--- src/rtl/vga_console_pixel_pipe.sv ---
//------------------------------------------------------------------------------
// Module   : vga_console_pixel_pipe
// Brief    : Two-stage console pixel generator: font ROM lookup, text
//            attributes, blink phase and fg/bg palette selection.
//            Optional underline cursor enabled by VGA_CONSOLE_CURSOR_EN.
// Revision : 1.0 - initial release
//------------------------------------------------------------------------------
`default_nettype none

module vga_console_pixel_pipe #(
  parameter int GLYPH_W      = 16,
  parameter int GLYPH_H      = 32,
  parameter int COLOR_W      = 4,
  parameter int BLINK_FRAMES = 30,
  parameter int UL_ROW       = 28,
`ifdef VGA_CONSOLE_CURSOR_EN
  parameter int CURSOR_ROW   = 28,
`endif
  parameter int ST_ROW       = 15
) (
  input  logic                        clk,
  input  logic                        rst_n,
  input  logic                        frame_tick,
  input  logic                        in_valid,
  input  logic [7:0]                  char_code,
  input  logic [3:0]                  char_attrs,
  input  logic [COLOR_W-1:0]          fg,
  input  logic [COLOR_W-1:0]          bg,
  input  logic [$clog2(GLYPH_W)-1:0]  glyph_x,
  input  logic [$clog2(GLYPH_H)-1:0]  glyph_y,
`ifdef VGA_CONSOLE_CURSOR_EN
  input  logic                        in_cursor,
`endif
  output logic [6:0]                  rom_codepoint,
  output logic [$clog2(GLYPH_H)-1:0]  rom_line_idx,
  input  logic [GLYPH_W-1:0]          rom_line,
  output logic                        out_valid,
  output logic                        out_pixel,
  output logic [COLOR_W-1:0]          out_color
);

  localparam int c_XW = $clog2(GLYPH_W);
  localparam int c_YW = $clog2(GLYPH_H);
  localparam int c_CW = (BLINK_FRAMES > 1) ? $clog2(BLINK_FRAMES) : 1;

  logic                r_valid_s1;
  logic [c_XW-1:0]     r_x_s1;
  logic [c_YW-1:0]     r_y_s1;
  logic [3:0]          r_attrs_s1;
  logic [COLOR_W-1:0]  r_fg_s1;
  logic [COLOR_W-1:0]  r_bg_s1;
`ifdef VGA_CONSOLE_CURSOR_EN
  logic                r_cursor_s1;
`endif
  logic [c_CW-1:0]     r_frame_cnt;
  logic                r_blink_phase;

  logic [31:0]         w_y32;
  logic                w_f;
  logic                w_p;

  // Codes with bit 7 set have no glyph and fall back to codepoint 0.
  assign rom_codepoint = char_code[7] ? 7'd0 : char_code[6:0];
  assign rom_line_idx  = glyph_y;

  function automatic logic row_pair(input logic [31:0] y, input int row);
    return (y < 32'(GLYPH_H)) && ((y == 32'(row)) || (y == 32'(row + 1)));
  endfunction

  always_ff @(posedge clk or negedge rst_n) begin
    if (!rst_n) begin
      r_valid_s1  <= 1'b0;
      r_x_s1      <= '0;
      r_y_s1      <= '0;
      r_attrs_s1  <= '0;
      r_fg_s1     <= '0;
      r_bg_s1     <= '0;
`ifdef VGA_CONSOLE_CURSOR_EN
      r_cursor_s1 <= 1'b0;
`endif
    end else begin
      r_valid_s1  <= in_valid;
      r_x_s1      <= glyph_x;
      r_y_s1      <= glyph_y;
      r_attrs_s1  <= char_attrs;
      r_fg_s1     <= fg;
      r_bg_s1     <= bg;
`ifdef VGA_CONSOLE_CURSOR_EN
      r_cursor_s1 <= in_cursor;
`endif
    end
  end

  // Phase is 1 (visible) out of reset and flips every BLINK_FRAMES ticks.
  always_ff @(posedge clk or negedge rst_n) begin
    if (!rst_n) begin
      r_frame_cnt   <= '0;
      r_blink_phase <= 1'b1;
    end else if (frame_tick) begin
      if (r_frame_cnt == c_CW'(BLINK_FRAMES - 1)) begin
        r_frame_cnt   <= '0;
        r_blink_phase <= ~r_blink_phase;
      end else begin
        r_frame_cnt   <= r_frame_cnt + 1'b1;
      end
    end
  end

  always_comb begin
    w_y32 = 32'(r_y_s1);
    w_f   = rom_line[r_x_s1]
          | (r_attrs_s1[2] & row_pair(w_y32, UL_ROW))
          | (r_attrs_s1[1] & row_pair(w_y32, ST_ROW));
    w_p   = w_f ^ r_attrs_s1[0];
    if (r_attrs_s1[3] && !r_blink_phase) begin
      w_p = r_attrs_s1[0];
    end
`ifdef VGA_CONSOLE_CURSOR_EN
    if (r_cursor_s1 && r_blink_phase &&
        (w_y32 >= 32'(CURSOR_ROW)) && (w_y32 < 32'(GLYPH_H))) begin
      w_p = ~w_p;
    end
`endif
  end

  always_ff @(posedge clk or negedge rst_n) begin
    if (!rst_n) begin
      out_valid <= 1'b0;
      out_pixel <= 1'b0;
      out_color <= '0;
    end else begin
      out_valid <= r_valid_s1;
      out_pixel <= r_valid_s1 & w_p;
      out_color <= r_valid_s1 ? (w_p ? r_fg_s1 : r_bg_s1) : '0;
    end
  end

endmodule

`default_nettype wire

--- config.mk ---
export PLATFORM = sky130hd
export DESIGN_NAME = vga_console_pixel_pipe
export DESIGN_NICKNAME = d
export VERILOG_FILES = /design/src/rtl/vga_console_pixel_pipe.sv
export SDC_FILE = /design/constraint.sdc
export NUM_CORES = 1
export LEC_CHECK = 0
export CORE_MARGIN = 4
export CORE_UTILIZATION = 35
export CTS_CLUSTER_SIZE = 8
export DETAILED_ROUTE_END_ITERATION = 8
export PLACE_DENSITY = 0.69
export SETUP_SLACK_MARGIN = 0.1
export SYNTH_ARGS = -nofsm -noshare
export SYNTH_HDL_FRONTEND = slang
export SYNTH_SLANG_ARGS = --single-unit
--- constraint.sdc ---
create_clock -name clk -period 3.1 [get_ports clk]
set_input_delay 0.62 -clock clk [delete_from_list [all_inputs] [get_ports clk]]
set_output_delay 0.62 -clock clk [all_outputs]
set_load 0.02 [all_outputs]
# Word level (Yosys, flattened, before mapping)
# Cells that the tools add are included.
# Widths: inputs -> output; s select.
[word_totals]
reg_bits = 34
word_cells = 37
[op_classes]
mux = 7
bitwise_logic = 7
n_eq_ne = 5
reduce_logical = 5
order_cmp = 1
n_addsub = 1
[op_table]
columns = ["cell", "count"]
rows = [
  ["$eq 5x5->1 const B", 4],
  ["$mux 4", 2],
  ["$mux 7", 1],
  ["$add 5x1->5 const B", 1],
  ["$eq 5x4->1 const B", 1],
  ["$lt 4x5->1 const B", 1],
  ["$mux 5", 1],
  ["$bmux 1 s4", 1],
  ["$and 1x1->1", 3],
  ["$logic_or 1x1->1", 2],
  ["$mux 1", 2],
  ["$or 1x1->1", 2],
  ["$reduce_and 2->1", 1],
  ["$logic_and 1x1->1", 1],
  ["$logic_not 1->1", 1],
  ["$not 1->1", 1],
  ["$xor 1x1->1", 1],
]

# Longest topological paths before layout
# Gate-level depths: netlist of run 1.
[logic_depth]
word_depth = 9
ltp_mapped = 7
ltp_nobuf = 6

# Worst setup path after synthesis of run 1
# No wires, ideal clock.
[synth_timing]
path_kind = "input port to flip-flop"
startpoint = "input rom_line[9]"
endpoint = "register out_color[0]"
t_required_ps = 3021
t_arrival_ps = 1796
setup_slack_ps = 1225
path_stages = 5
cell_sequence = "mux4_1 nor2_1 o211ai_4 xor2_4 mux2i_1"
[synth_between]
elab_chain_cells = 8
[synth_lines]
columns = ["element", "line_no", "source"]
rows = [
  ["from (decl)", "36", "input logic [GLYPH_W-1:0] rom_line,"],
  ["$bmux 1 s4", "111", "w_f = rom_line[r_x_s1]"],
  ["$mux 1 (not written as such)", "111", ""],
  ["$or 1x1->1", "112", "| (r_attrs_s1[2] & row_pair(w_y32, UL_ROW))"],
  ["$or 1x1->1", "113", "| (r_attrs_s1[1] & row_pair(w_y32, ST_ROW));"],
  ["$xor 1x1->1", "114", "w_p = w_f ^ r_attrs_s1[0];"],
  ["$mux 1", "115", "if (r_attrs_s1[3] && !r_blink_phase) begin"],
  ["$mux 4 (2 in series)", "134", "out_color <= r_valid_s1 ? (w_p ? r_fg_s1 : r_bg_s1) : '0;"],
  ["to (signal assigned)", "134", ""],
  ["to (decl)", "39", "output logic [COLOR_W-1:0] out_color"],
]
# No other way between the ends. The select of a mux whose other input is x is not followed.
# A chain may end at the register's enable or synchronous reset.

# Worst setup path in the final report of run 1
[layout_timing]
startpoint = "input char_code[7]"
endpoint = "output rom_codepoint[0]"
[layout_between]
elab_chain_cells = 1
[layout_lines]
columns = ["element", "line_no", "source"]
rows = [
  ["from (decl)", "25", "input logic [7:0] char_code,"],
  ["$mux 7", "63", "assign rom_codepoint = char_code[7] ? 7'd0 : char_code[6:0];"],
  ["to (decl)", "34", "output logic [6:0] rom_codepoint,"],
]
# No other way between the ends.

==> impl_metrics.csv, run 1 <==
group,metric,value,unit
synth,yosysMostFrequentCell,"dfrtp_1",
die,start_util,37.55,%
route,route.detailed.drc,0,
die,fp.dieW,71.84,microns
worst_setup_path,critPathArrivalTime,1.95,ns
pwr,power.density,549.8,mW/mm^2
route,wl_per_cell,14.00,microns
worst_setup_path,reg2reg_to,"out_color[1]",
worst_setup_path,cp_max_fo,7,
clocking,cts_hold_buf,0,
place,dp_hpwl,2.495,mm
timing,whs,0.4929,ns
route,drt_iter0_markers,21,
clocking,cts_tree,"built",
synth,yosys_warnings,0,
timing,rsz0062_at_grt,"no",
status,status,"finished clean",
synth,yosys-top-cells-count,"dfrtp_1 (33), nand2_1 (12), mux2i_1 (9), nor2b_1 (8), buf_4 (5)",
pwr,power_frac_seq,45.7,%
global_route,antenna_found_initial,0,
worst_setup_path,crit_type,"in -> out",
worst_setup_path,required,2.48,ns
layout,multi_input_area,510.5,sq um
synth,synth_top_area_share,57.89,%
layout,num_antenna_cells,0,
route,ant_nets,0,
worst_setup_path,startpoint_type,"input pin",
layout,drive_above_1_share,9.249,%
pwr,swShare,25.85,%
timing,hold_violations,0,
clocking,worstSkewPairLatency,0.28,ns
global_route,grt_max_degree,35,
global_route,grt_pass1_vias,1096,
clocking,htreeDepth,2,
clocking,cts_num_sinks,34,
route,viasPerCell,4.733,
pwr,p_leak,0.9233,nW
die,dieHeight,71.84,microns
place,dp.cells,213,
timing,slew_viol_final,0,
die,dieArea,0.005161,sq mm
timing,period_share,82.74,%
timing,setup_viol,0,
place,port_buffers,66,
die,core_area,0.003799,sq mm
die,rows,22,
layout,final_cells,221,
layout,final_nets,223,
pwr,pwr-share-clk,32.2,%
clocking,cts_setup_buffers,0,
global_route,overflow,0,
worst_hold_path,min_path_cells,1,
worst_hold_path,min_path_type,"reg -> reg",
clocking,cts_root_buffer,"clkbuf_8",
synth,ys_types,36,
layout,fillers,312,
synth,syn_area,0.001426,sq mm
flow_run,cap_violations,0,
synth,yosys-top-cells-area,"dfrtp_1 (58%), mux2i_1 (6.3%), nor2b_1 (3.5%)",
timing,layout_min_cycle_time,2.565,ns
pwr,vdd_drop_max,0.3407,mV
pwr,pwr-share-comb,22.2,%
global_route,track_usage,12.60,%
synth,synth_edf_count,0,
route,wirelength,3.094,mm
synth,syn_area_per_cell,13.46,sq um
worst_hold_path,worstHoldStart,"r_blink_phase",
worst_setup_path,worstReg2RegStart,"r_x_s1[2]",
clocking,cts_buffers,5,
clocking,cts_resized,0,
timing,fmax,0.3899,GHz
clocking,clkTransAtPathRegs,0.07,ns
place,finalWeightedCongestion,0.7792,
timing,finClkSkew,0.002189,ns
route,vias,1046,
layout,regArea,852.1,sq um
layout,area_growth,54.74,%
worst_setup_path,endpoint_kind,"primary output",
synth,async_flop_share,100.0,%
synth,synth_seq_cells,34,
timing,max-slew-margin-rel,72.74,%
synth,postSynthCellCount,106,
route,firstDrtPassIters,4,
synth,yosysSeqAreaShare,59.74,%
clocking,clockBufferDepth,2,
global_route,grt_pass1_wl,5.023,mm
timing,setup_tns,0,ns
synth,synth_ff_type,"dfrtp_1",
die,pin_count,67,
worst_setup_path,r2r_cells,5,
pwr,power.switching,0.3137,mW
synth,synth_fp_nets,157,
worst_hold_path,hold_path_end,"r_blink_phase",
layout,postLayoutCoreUtil,58.10,%
pwr,intPower,0.8998,mW
synth,yosysTopAreaCell,"dfrtp_1",
timing,worst_pin_slew,0.4089,ns
worst_setup_path,r2r_slack,1.16,ns
-- per-stage QoR --
stage          cell area [sq um]  setup slack, ns  power (mW)
2_1_floorplan               1426            1.225      0.7002
3_3_place_gp                2098           0.6129      0.8214
3_5_place_dp                2098           0.5312      0.8322
4_1_cts                     2207           0.5312       1.227
5_1_grt                     2207           0.4989       1.282
6_report                    2207           0.5349       1.214
-- power groups by stage --
stage | Combinational (mW) | Sequential (mW) | Clock (mW)
6_report | 0.269 | 0.554 | 0.391
5_1_grt | 0.293 | 0.564 | 0.425
4_1_cts | 0.273 | 0.554 | 0.400
3_5_place_dp | 0.271 | 0.561 | 0
3_3_place_gp | 0.264 | 0.558 | 0
2_1_floorplan | 0.137 | 0.563 | 0
-- cells in the final DEF, fill, tap and decap left out, types with 2 or more instances in the layout --
cell,count
nand2b_1,2
o22ai_1,2
nand3b_1,2
nand2_1,12
mux2i_1,9
o21ai_0,2
nor2_1,2
ha_1,2
nor2b_1,8
clkdlybuf4s50_1,66
dfrtp_1,33
nand3_1,2
clkinv_2,2
clkbuf_8,5
inv_1,2
-- area by class of cell --
type	count	area share, %
inverter	2	0.3401
clock inverter	3	1.814
sequential	34	38.61
tap	48	2.721
clock buffer	5	3.118
timing repair buffer	67	30.27
multi-input combinational	62	23.13
-- metal layers --
| layer | routed length (microns) | vias up | GRT usage, % |
|---|---|---|---|
| met5 | 0 | - | 0 |
| met4 | 29 | 0 | 3.132 |
| met3 | 356 | 4 | 6.452 |
| met2 | 1429 | 63 | 20.31 |
| met1 | 1278 | 485 | 14.92 |
| li1 | - | 494 | - |
-- worst max-delay path, stage by stage --
cell             delay [ns]
clkdlybuf4s50_1        0.52
nor2b_1                0.18
clkdlybuf4s50_1        0.63
-- kinds of logic (layout without fill, tap and decap cells) --
logic type      after synthesis  count (layout)  synth area share [%]
compound gates               11              11                 6.667
simple gates                 34              34                 13.51
mux                          13              13                 11.32
fa+ha+maj                     2               2                 1.754
buf+inv                      10              77                 4.474
flops                        34              34                 59.74
xor+xnor                      2               2                 2.544
-- worst max path at each step --
stage,from,to,slack [ns]
finish,char_code[7],rom_codepoint[0],0.53
floorplan,rom_line[9],out_color[0],1.22
detailed placement,char_code[7],rom_codepoint[0],0.53
global placement,char_code[7],rom_codepoint[0],0.61
global route,char_code[7],rom_codepoint[0],0.50
CTS,char_code[7],rom_codepoint[0],0.53
-- flip-flops by register name, indices dropped and copies added, names as in the netlist --
| signal | flops |
|---|---|
| r_frame_cnt | 5 |
| r_y_s1 | 5 |
| out_color | 4 |
| r_attrs_s1 | 4 |
| r_bg_s1 | 4 |
| r_fg_s1 | 4 |
| r_x_s1 | 4 |
| out_pixel | 1 |
| out_valid | 1 |
| r_blink_phase | 1 |
| r_valid_s1 | 1 |
(Power assumes the default switching activity.)
==> run 2, diff against run 1 <==
--- a/config.mk
+++ b/config.mk
@@ -9,7 +9,7 @@
 export CORE_UTILIZATION = 35
 export CTS_CLUSTER_SIZE = 8
 export DETAILED_ROUTE_END_ITERATION = 8
-export PLACE_DENSITY = 0.69
+export PLACE_DENSITY = 0.72
 export SETUP_SLACK_MARGIN = 0.1
 export SYNTH_ARGS = -nofsm -noshare
 export SYNTH_HDL_FRONTEND = slang
==> constraint.sdc (replaced) <==
create_clock -name clk -period 2.25 [get_ports clk]
set_input_delay 0.45 -clock clk [delete_from_list [all_inputs] [get_ports clk]]
set_output_delay 0.45 -clock clk [all_outputs]
set_load 0.02 [all_outputs]
==> run 2 against run 1 <==
Design area fell by 1.6%. Sequential power rose by 38%. Via count fell by 1.4%. Setup slack got worse by 0.29 ns. Clock skew rose by 0.0026 ns. Flip-flop and latch count did not move. Global-route usage fell by 0.11 points. Final cell count fell by 0.90%. Worst hold slack got worse by 0.0019 ns.
==> impl_metrics.csv, run 2 (synthesized netlist as in run 1, its figures left out) <==
group,metric,value,unit
status,status,"finished clean",
flow_run,cap_violations,0,
route,viasPerCell,4.708,
route,wl_per_cell,14.01,microns
layout,fillers,303,
timing,layout_min_cycle_time,2.001,ns
die,dieHeight,71.84,microns
timing,worst_pin_slew,0.4032,ns
layout,biggestRegsByFlops,"r_frame_cnt x5, r_y_s1 x5",
worst_hold_path,min_path_type,"reg -> reg",
die,core_area,0.003799,sq mm
worst_setup_path,crit_type,"in -> out",
place,port_buffers,66,
place,dp_hpwl,2.409,mm
timing,period_share,88.95,%
clocking,cts_buffers,5,
timing,rsz0062_at_grt,"no",
pwr,power.density,716.9,mW/mm^2
timing,setup_tns,0,ns
timing,setup_viol,0,
die,start_util,37.55,%
worst_setup_path,critPathMostFrequentCell,"clkdlybuf4s50_1",
layout,multi_input_area,510.5,sq um
worst_setup_path,cpMaxStageDelayCell,"clkdlybuf4s50_1",
clocking,cts_tree,"built",
die,rows,22,
worst_setup_path,max_stage_delay,0.61,ns
worst_setup_path,critPathArrivalTime,1.55,ns
route,ant_nets,0,
timing,fmax,0.4996,GHz
layout,drive_above_1_share,8.187,%
worst_setup_path,endpoint_kind,"primary output",
route,vias,1031,
clocking,clkTransAtPathRegs,0.06,ns
die,fp.dieW,71.84,microns
place,finalWeightedCongestion,0.8443,
die,pin_count,67,
place,placed_area,0.002098,sq mm
timing,finClkSkew,0.004762,ns
pwr,vdd_drop_max,0.3973,mV
global_route,grt_pass1_wl,4.933,mm
clocking,cts_setup_buffers,0,
worst_setup_path,path_cells,"clkdlybuf4s50_1 > clkdlybuf4s50_1",
die,dieArea,0.005161,sq mm
global_route,grt_pass1_vias,1052,
route,wirelength,3.069,mm
layout,final_common_cell,"clkdlybuf4s50_1",
global_route,grt_max_degree,35,
route,firstDrtPassIters,4,
worst_setup_path,r2r_cells,5,
pwr,power,1.557,mW
layout,layout_common_cells,"clkdlybuf4s50_1 (59), dfrtp_1 (33), nand2_1 (12)",
clocking,worstSkewPairLatency,0.28,ns
timing,hold_violations,0,
layout,num_antenna_cells,0,
layout,final_nets,223,
worst_setup_path,crit_family,"buffers and inverters",
worst_setup_path,required,1.80,ns
worst_setup_path,path_depth,2,
clocking,cts_root_buffer,"clkbuf_8",
worst_setup_path,cp_max_fo,2,
worst_setup_path,crit_buf_inv,2,
global_route,overflow,0,
global_route,track_usage,12.49,%
global_route,antenna_found_initial,0,
layout,area_growth,52.28,%
route,drt_iter0_markers,45,
worst_hold_path,min_path_cells,1,
pwr,p_leak,0.9303,nW
timing,max-slew-margin-rel,73.12,%
clocking,htreeDepth,2,
worst_setup_path,startpoint_type,"input pin",
layout,fin_area,0.002172,sq mm
route,route.detailed.drc,0,
clocking,cts_num_sinks,34,
clocking,clockBufferDepth,2,
timing,slew_viol_final,0,
layout,regArea,852.1,sq um
clocking,cts_hold_buf,0,
==> run 2: cell count changes in the layout (fill, tap and decap cells not counted) <==
cell             change
clkdlybuf4s50_1      -7
clkinv_2             -2
dlygate4sd2_1        +7
bufinv_16            -1
clkbuf_8             +1
==> run 2: routing by layer <==
| layer | GRT usage [%] | vias to the layer above | routed length, microns |
|---|---|---|---|
| li1 | - | 490 | - |
| met3 | 5.610 | 5 | 341 |
| met4 | 5.637 | 0 | 48 |
| met5 | 0 | - | 0 |
| met2 | 18.88 | 58 | 1347 |
| met1 | 15.32 | 478 | 1331 |
==> run 2: repair_timing <==
action | CTS | global route
hold endpoints to repair | 0 | 0
gates resized for setup | 7 | 0
setup endpoints to repair | 7 | 0
==> run 2: area by class of cell <==
type,instances,area share [%]
inverters,2,0.3456
multi-input cells,62,23.50
well taps,48,2.765
flip-flops and latches,34,39.23
repair buffers,67,30.36
clock buffers,6,3.802
==> run 2: final timing paths <==
check                         startpoint               to  slack, ns
max                           glyph_y[4]  rom_line_idx[4]       0.25
min                        r_blink_phase    r_blink_phase       0.49
max reg2reg                    r_x_s1[2]     out_color[1]       0.31
min reg2reg                r_blink_phase    r_blink_phase       0.49
max in group asynchronous          rst_n    r_blink_phase       1.36
min in group asynchronous          rst_n   r_frame_cnt[3]       0.57
==> run 2: metrics by stage <==
step / instances / util (%) / hold slack, ns / worst slack, ns
after floorplan: 106 / - / 0.1544 / 0.5315
after global placement: 213 / 55.24 / 0.4751 / 0.04035
after detailed placement: 213 / 55.24 / 0.4846 / 0.0006235
after CTS: 219 / 57.18 / 0.4944 / 0.2347
after global routing: 219 / 57.18 / 0.5207 / 0.1705
final: 219 / 57.18 / 0.4909 / 0.2486
==> run 2: power by group <==
group / internal [mW] / total (mW) / switching [mW]
Clock: 0.235 / 0.429 / 0.193
Combinational: 0.212 / 0.366 / 0.153
Sequential: 0.698 / 0.763 / 0.0649
